<file path="config.mk">
export PLATFORM = sky130hd
export DESIGN_NAME = serial_adder
export DESIGN_NICKNAME = d
export VERILOG_FILES = /design/src/rtl/serial_adder_pkg.sv /design/src/rtl/serial_adder_ripple_slice.sv /design/src/rtl/serial_adder.sv
export SDC_FILE = /design/constraint.sdc
export NUM_CORES = 1
export LEC_CHECK = 0
export CORE_MARGIN = 3
export CORE_UTILIZATION = 47
export DETAILED_ROUTE_END_ITERATION = 7
export GPL_ROUTABILITY_DRIVEN = 0
export PLACE_DENSITY = 0.76
export SETUP_SLACK_MARGIN = 0.5
export SLEW_MARGIN = 20
export SYNTH_ARGS = -nofsm -noshare
export SYNTH_HDL_FRONTEND = slang
export SYNTH_SLANG_ARGS = --single-unit
export TNS_END_PERCENT = 5
</file>
<file path="constraint.sdc">
create_clock -name clk -period 1.6 [get_ports clk]
set_input_delay 0.32 -clock clk [delete_from_list [all_inputs] [get_ports clk]]
set_output_delay 0.32 -clock clk [all_outputs]
set_load 0.05 [all_outputs]
</file>
<file path="src/rtl/serial_adder_pkg.sv">
// serial_adder_pkg
// Shared types and helpers for the digit-serial adder/subtractor.
//   sa_state_t : controller state (IDLE, RUN, DONE)
//   cnt_width  : width of the step counter for a given step count, never below 1
package serial_adder_pkg;

  typedef enum logic [1:0] {
    IDLE = 2'd0,
    RUN  = 2'd1,
    DONE = 2'd2
  } sa_state_t;

  // $clog2(1) is 0, which would give a zero-width counter when DIGIT == WIDTH.
  function automatic int cnt_width(input int steps);
    if (steps < 2) return 1;
    else return $clog2(steps);
  endfunction

endpackage

</file>
<file path="src/rtl/serial_adder_ripple_slice.sv">
// ripple_slice
// Combinational DIGIT-bit ripple-carry adder built from full-adder equations.
// Ports:
//   a, b   in  DIGIT  operand digits
//   cin    in  1      carry into bit 0
//   sum    out DIGIT  sum digit
//   cout   out 1      carry out of the top bit
//   c_top  out 1      carry into the top bit (combined with cout for signed overflow)
module ripple_slice #(
  parameter int DIGIT = 1
) (
  input  logic [DIGIT-1:0] a,
  input  logic [DIGIT-1:0] b,
  input  logic             cin,
  output logic [DIGIT-1:0] sum,
  output logic             cout,
  output logic             c_top
);

  logic [DIGIT:0] c;

  always_comb begin
    c    = '0;
    sum  = '0;
    c[0] = cin;
    for (int i = 0; i < DIGIT; i++) begin
      sum[i]   = a[i] ^ b[i] ^ c[i];
      c[i+1]   = (a[i] & b[i]) | (a[i] & c[i]) | (b[i] & c[i]);
    end
  end

  assign cout  = c[DIGIT];
  assign c_top = c[DIGIT-1];

endmodule

</file>
<file path="src/rtl/serial_adder.sv">
// serial_adder
// Multi-cycle adder/subtractor that handles DIGIT bits per clock, least
// significant digit first, with a registered carry between digits.
// WIDTH must be at least 2 and DIGIT must divide WIDTH.
// Ports:
//   clk    in  1      clock, rising edge
//   rst_n  in  1      asynchronous active-low reset
//   start  in  1      request, accepted when not busy
//   sub    in  1      0: a+b+cin, 1: a-b (cin ignored)
//   a, b   in  WIDTH  operands, captured on acceptance
//   cin    in  1      carry-in, captured on acceptance
//   busy   out 1      operation in progress
//   done   out 1      one-cycle completion pulse
//   s      out WIDTH  result, held until the next completion
//   cout   out 1      final carry (in subtract mode 1 means no borrow)
//   ovf    out 1      signed overflow
module serial_adder
  import serial_adder_pkg::*;
#(
  parameter int WIDTH = 16,
  parameter int DIGIT = 1
) (
  input  logic             clk,
  input  logic             rst_n,
  input  logic             start,
  input  logic             sub,
  input  logic [WIDTH-1:0] a,
  input  logic [WIDTH-1:0] b,
  input  logic             cin,
  output logic             busy,
  output logic             done,
  output logic [WIDTH-1:0] s,
  output logic             cout,
  output logic             ovf
);

  localparam int STEPS = WIDTH / DIGIT;
  localparam int CW    = cnt_width(STEPS);
  localparam logic [CW-1:0] LAST = CW'(STEPS - 1);

  sa_state_t        state_q, state_d;
  logic [CW-1:0]    cnt_q, cnt_d;
  logic [WIDTH-1:0] a_sh_q, a_sh_d;
  logic [WIDTH-1:0] b_sh_q, b_sh_d;
  logic [WIDTH-1:0] r_sh_q, r_sh_d;
  logic             carry_q, carry_d;
  logic [WIDTH-1:0] s_q, s_d;
  logic             cout_q, cout_d;
  logic             ovf_q, ovf_d;

  logic [DIGIT-1:0]       sum_dig;
  logic                   slice_cout;
  logic                   slice_ctop;
  logic [WIDTH+DIGIT-1:0] r_cat;
  logic [WIDTH-1:0]       r_next;

  ripple_slice #(
    .DIGIT (DIGIT)
  ) u_slice (
    .a     (a_sh_q[DIGIT-1:0]),
    .b     (b_sh_q[DIGIT-1:0]),
    .cin   (carry_q),
    .sum   (sum_dig),
    .cout  (slice_cout),
    .c_top (slice_ctop)
  );

  // New digits enter at the top so that after STEPS shifts the first digit
  // sits at bit 0. The concatenation keeps this legal when DIGIT == WIDTH.
  assign r_cat  = {sum_dig, r_sh_q};
  assign r_next = r_cat[WIDTH+DIGIT-1:DIGIT];

  always_comb begin
    state_d = state_q;
    cnt_d   = cnt_q;
    a_sh_d  = a_sh_q;
    b_sh_d  = b_sh_q;
    r_sh_d  = r_sh_q;
    carry_d = carry_q;
    s_d     = s_q;
    cout_d  = cout_q;
    ovf_d   = ovf_q;

    unique case (state_q)
      IDLE, DONE: begin
        // DONE accepts a new request too, giving back-to-back operation.
        if (start) begin
          a_sh_d  = a;
          b_sh_d  = sub ? ~b : b;
          carry_d = sub ? 1'b1 : cin;
          cnt_d   = '0;
          state_d = RUN;
        end else begin
          state_d = IDLE;
        end
      end
      RUN: begin
        a_sh_d  = a_sh_q >> DIGIT;
        b_sh_d  = b_sh_q >> DIGIT;
        r_sh_d  = r_next;
        carry_d = slice_cout;
        cnt_d   = cnt_q + CW'(1);
        // On the final digit the slice's top bit is the word's MSB.
        if (cnt_q == LAST) begin
          s_d     = r_next;
          cout_d  = slice_cout;
          ovf_d   = slice_cout ^ slice_ctop;
          state_d = DONE;
        end
      end
      default: state_d = IDLE;
    endcase
  end

  always_ff @(posedge clk or negedge rst_n) begin
    if (!rst_n) begin
      state_q <= IDLE;
      cnt_q   <= '0;
      a_sh_q  <= '0;
      b_sh_q  <= '0;
      r_sh_q  <= '0;
      carry_q <= 1'b0;
      s_q     <= '0;
      cout_q  <= 1'b0;
      ovf_q   <= 1'b0;
    end else begin
      state_q <= state_d;
      cnt_q   <= cnt_d;
      a_sh_q  <= a_sh_d;
      b_sh_q  <= b_sh_d;
      r_sh_q  <= r_sh_d;
      carry_q <= carry_d;
      s_q     <= s_d;
      cout_q  <= cout_d;
      ovf_q   <= ovf_d;
    end
  end

  assign busy = (state_q == RUN);
  assign done = (state_q == DONE);
  assign s    = s_q;
  assign cout = cout_q;
  assign ovf  = ovf_q;

endmodule
</file>
# After elaboration in Yosys (flattened, before gate mapping)
# Index checks and enable logic that the tools add are counted.
# op_classes
addsub	1
n_eq_ne	5
muxes	13
n_bitwise	9
reduce_logical	5
# op_table
cell	count
$pmux W16 S2	2
$mux W16	3
$not A16 Y16	1
$pmux W4 S2	1
$add A4 B1 Y4 const B	1
$eq A4 B4 Y1 const B	1
$mux W4	1
$pmux W2 S2	1
$reduce_and A2 Y1	2
$and A1 B1 Y1	3
$mux W1	3
$xor A1 B1 Y1	3
$eq A2 B1 Y1 const B	1
$eq A2 B2 Y1 const B	1
$logic_not A2 Y1	1
$mux W2	1
$ne A2 B1 Y1 const B	1
$ne A2 B2 Y1 const B	1
$or A1 B1 Y1	2
$pmux W1 S2	1
$reduce_bool A2 Y1	1
$reduce_or A2 Y1	1
# totals
ff_bits	73
input_bits	37
elab_cells	42

# Logic depth before layout (Yosys ltp)
# logic_depth
depth_word	4
depth_mapped	7
depth_no_buf	4

# By module
# A second synthesis with hierarchy kept.
# unflattened
cells_unflattened	274
hier_area_um2	3104.2
# modules_own_cells
module	instances	cells_each	area_each_um2	seq_area_each_um2
serial_adder	1	272	3076.7	1801.7
ripple_slice	1	2	27.5	0.0

# Least setup slack after synthesis
# Ideal clock, no wire load.
# synth_path
path_type	register -> output
startpoint	register state_q[1]
endpoint	output busy
t_arrival_ns	1.341
required_ns	1.280
setup_slack_ns	-0.061
path_stages_with_launch	5
path_buffers	2
cell_sequence	dfrtp_1 -> nand2b_1 -> buf_4 -> inv_4 -> clkbuf_1
# synth_between
elab_chain_len	1
# synth_rtl
element	line_no	source
from (decl)	serial_adder.sv:41	sa_state_t state_q, state_d;
from (signal assigned)	serial_adder.sv:127	state_q <= state_d;
$eq A2 B1 Y1	serial_adder.sv:139	assign busy = (state_q == RUN);
to (decl)	serial_adder.sv:30	output logic busy,
# No other way between the ends.

# Worst setup path in the final report
# Same ends and word-level chain as after synthesis.

==> results <==
metrics by stage:
stage	TNS [ns]	std cells
2_1_floorplan	0	273
3_3_place_gp	-0.883	398
3_5_place_dp	-1.72	398
4_1_cts	0	422
5_1_grt	0	426
6_report	0	426
path summary, 6_finish.rpt:
check | cells after the start | slack (ns) | to | from
worst min-delay path | 2 | 0.44 | s[7] | rst_n
max in group asynchronous | 3 | 0.59 | state_q[0] | rst_n
worst min register to register | 1 | 0.49 | cnt_q[3] | cnt_q[3]
worst max-delay path | 4 | 0.08 | busy | state_q[1]
worst max register to register | 5 | 0.10 | s[6] | cnt_q[0]
min in group clk | 1 | 0.49 | cnt_q[3] | cnt_q[3]
flip-flops by register name (all words and copies together), names as in the netlist:
name     cells
a_sh_q      16
carry_q      1
state_q      2
b_sh_q      16
r_sh_q      15
cnt_q        4
cout         1
s           16
ovf          1
layer usage:
metal / part of all wire [%] / track usage (%) / vias up
li1: - / - / 1086
met1: 45 / 23.0 / 1095
met2: 48 / 28.8 / 63
met3: 5.8 / 5.39 / 12
met4: 1.4 / 5.58 / 0
met5: 0 / 0 / -
repair_timing:
action | 4_1_cts | 5_1_grt
hold buffers | 1 | 0
hold endpoints to repair | 27 | 0
pin swaps | 1 | 2
setup buffers | 7 | 3
gates cloned | 0 | 1
setup endpoints to repair | 92 | 92
gates resized for setup | 7 | 3
critical path, stage by stage (launching register included):
cell and delay, ns:
dfrtp_1 0.39, nand2b_4 0.16, inv_4 0.08, buf_12 0.11, buf_12 0.12
power breakdown:
part / internal (uW) / switching (uW) / total [uW]
registers: 2660 / 542 / 3200
clock network: 712 / 659 / 1370
logic: 1740 / 2100 / 3840
kinds of logic (layout without fill, tap and decap cells):
group                      count (synthesis)  in the layout  share of synthesized area (%)
xor gates and xnor gates                  17             17                           4.81
adders and majority gates                  2              2                           1.05
and+or+nand+nor                          103            103                           14.1
buffers and inverters                     21             99                           3.47
DFF                                       72             72                           58.2
muxes                                     19             19                           7.80
AOI/OAI and AO/OA                         39             39                           10.6
cell usage in the layout, fill, tap and decap left out, types with 3 or more instances in the layout:
cell,count
a22o_1,4
nand3_1,16
buf_4,36
clkdlybuf4s50_1,35
dfrtp_1,71
a221o_1,16
mux2_4,11
buf_12,8
nor2_1,17
a22oi_1,15
nand2_1,61
clkinv_2,3
mux2_2,6
xnor2_1,16
clkbuf_8,9
area by class of cell:
cell class	instances	area [sq um]	share of cell area (%)
clock buffers	10	128	3.09
multi-input cells	180	1220	29.4
inverters	1	6.26	0.151
flip-flops and latches	72	1800	43.6
clock inverters	6	60.1	1.45
well taps	75	93.8	2.27
repair buffers	82	827	20.0
==> flow_metrics.py <==
metrics = {
    "hold_path": {
        "min_path_type": "in -> async",
    },
    "job": {
        "cap_viol_max_count": 0,
    },
    "sta": {
        "maxSlewHeadroom_pct": 71.7,
        "hold_viol": 0,
        "finalCritPeriodShare_pct": 94.7,
        "setup_slack_ns": 0.0847,
        "hold-worst-slack_ns": 0.441,
        "finalClockSkew_ns": 0.00813,
        "max_freq_mhz": 660,
        "final-max-slew-violation-count": 0,
        "tightest_slew_ns": 0.423,
        "setup_viol": 0,
        "rsz0062_at_grt": "yes",
        "final.min_clock_period_ns": 1.52,
    },
    "power_and_ir_drop": {
        "p_leak_uw": 0.00196,
        "p_per_area_nw_per_um2": 2030,
        "irDropWorstVdd_uv": 1410,
        "power_uw": 8410,
    },
    "route": {
        "firstDrtPassIters": 4,
        "ant_nets": 0,
        "drc": 0,
        "finalWirelength_mm": 6.15,
        "drt-initial-drc-count": 75,
        "vias_per_cell": 5.30,
        "via_count": 2256,
        "wl_per_cell_um": 14.4,
    },
    "layout": {
        "layout-drive-gt1-share_pct": 24.5,
        "post-route-util_pct": 67.4,
        "diodes": 0,
        "nets": 385,
        "design_area_sq_um": 4130,
        "nFillCells": 501,
        "area_delta_synth_final_pct": 33.5,
    },
    "critical_path": {
        "crit_arrival_ns": 1.20,
        "cp-start-kind": "flip-flop",
        "worst-path-max-fanout": 3,
        "crit_path_end_kind": "output port",
        "crit_type": "reg -> out",
        "critPathRequiredTime_ns": 1.28,
    },
    "cts": {
        "insertion_delay_ns": 0.34,
        "cts_sinks": 72,
        "cts.clk_slew.worst_paths_ns": 0.08,
        "htree_num_levels": 3,
        "cts_buffers": 9,
        "cts_buffer_depth": 2,
        "clock-root-buffer": "clkbuf_8",
        "cts_tree": "done",
    },
    "die": {
        "die_area_sq_um": 7600,
        "core-area_sq_um": 6130,
        "row_count": 28,
        "dieWidth_um": 87.2,
        "io_pins": 57,
        "die_h_um": 87.2,
        "start_util_pct": 50.5,
    },
    "logic_synthesis": {
        "ys.flop_type": "dfrtp_1",
        "yosysMostFrequentCell": "dfrtp_1",
        "netlist.area_leader.share_pct": 58.2,
        "yosys.area.top_type": "dfrtp_1",
        "synth_cells": 273,
        "async_flop_share_pct": 100,
        "ys_seq_elements": 72,
        "ys_seq_area_share_pct": 58.2,
        "synth_nets": 312,
        "post_synth_main_area_contributors": "dfrtp_1 58%, nand2_1 7.4%, a221o_1 5.2%, xnor2_1 4.5%, mux2_4 3.9%",
        "synth_edf_count": 0,
        "yosys_warnings": 0,
        "synth_area_sq_um": 3100,
        "synthDistinctLibCells": 27,
        "syn_area_per_cell_sq_um": 11.3,
        "netlist_top_cells_count": "72 x dfrtp_1, 61 x nand2_1, 17 x nor2_1",
    },
    "outcome": {
        "status": "completed",
    },
    "grt": {
        "grt_max_degree": 46,
        "grt_usage_pct": 17.8,
        "grt_pass1_wl_mm": 10.6,
        "grt_pass1_vias": 2267,
        "overflow": 0,
        "antenna_found_initial": 0,
    },
    "placement": {
        "placed_area_sq_um": 3800,
        "dpl_worst_slack_ns": -0.104,
        "dp_hpwl_mm": 4.00,
        "portBuffers": 56,
    },
}
Power figures use the tool's default switching activity.
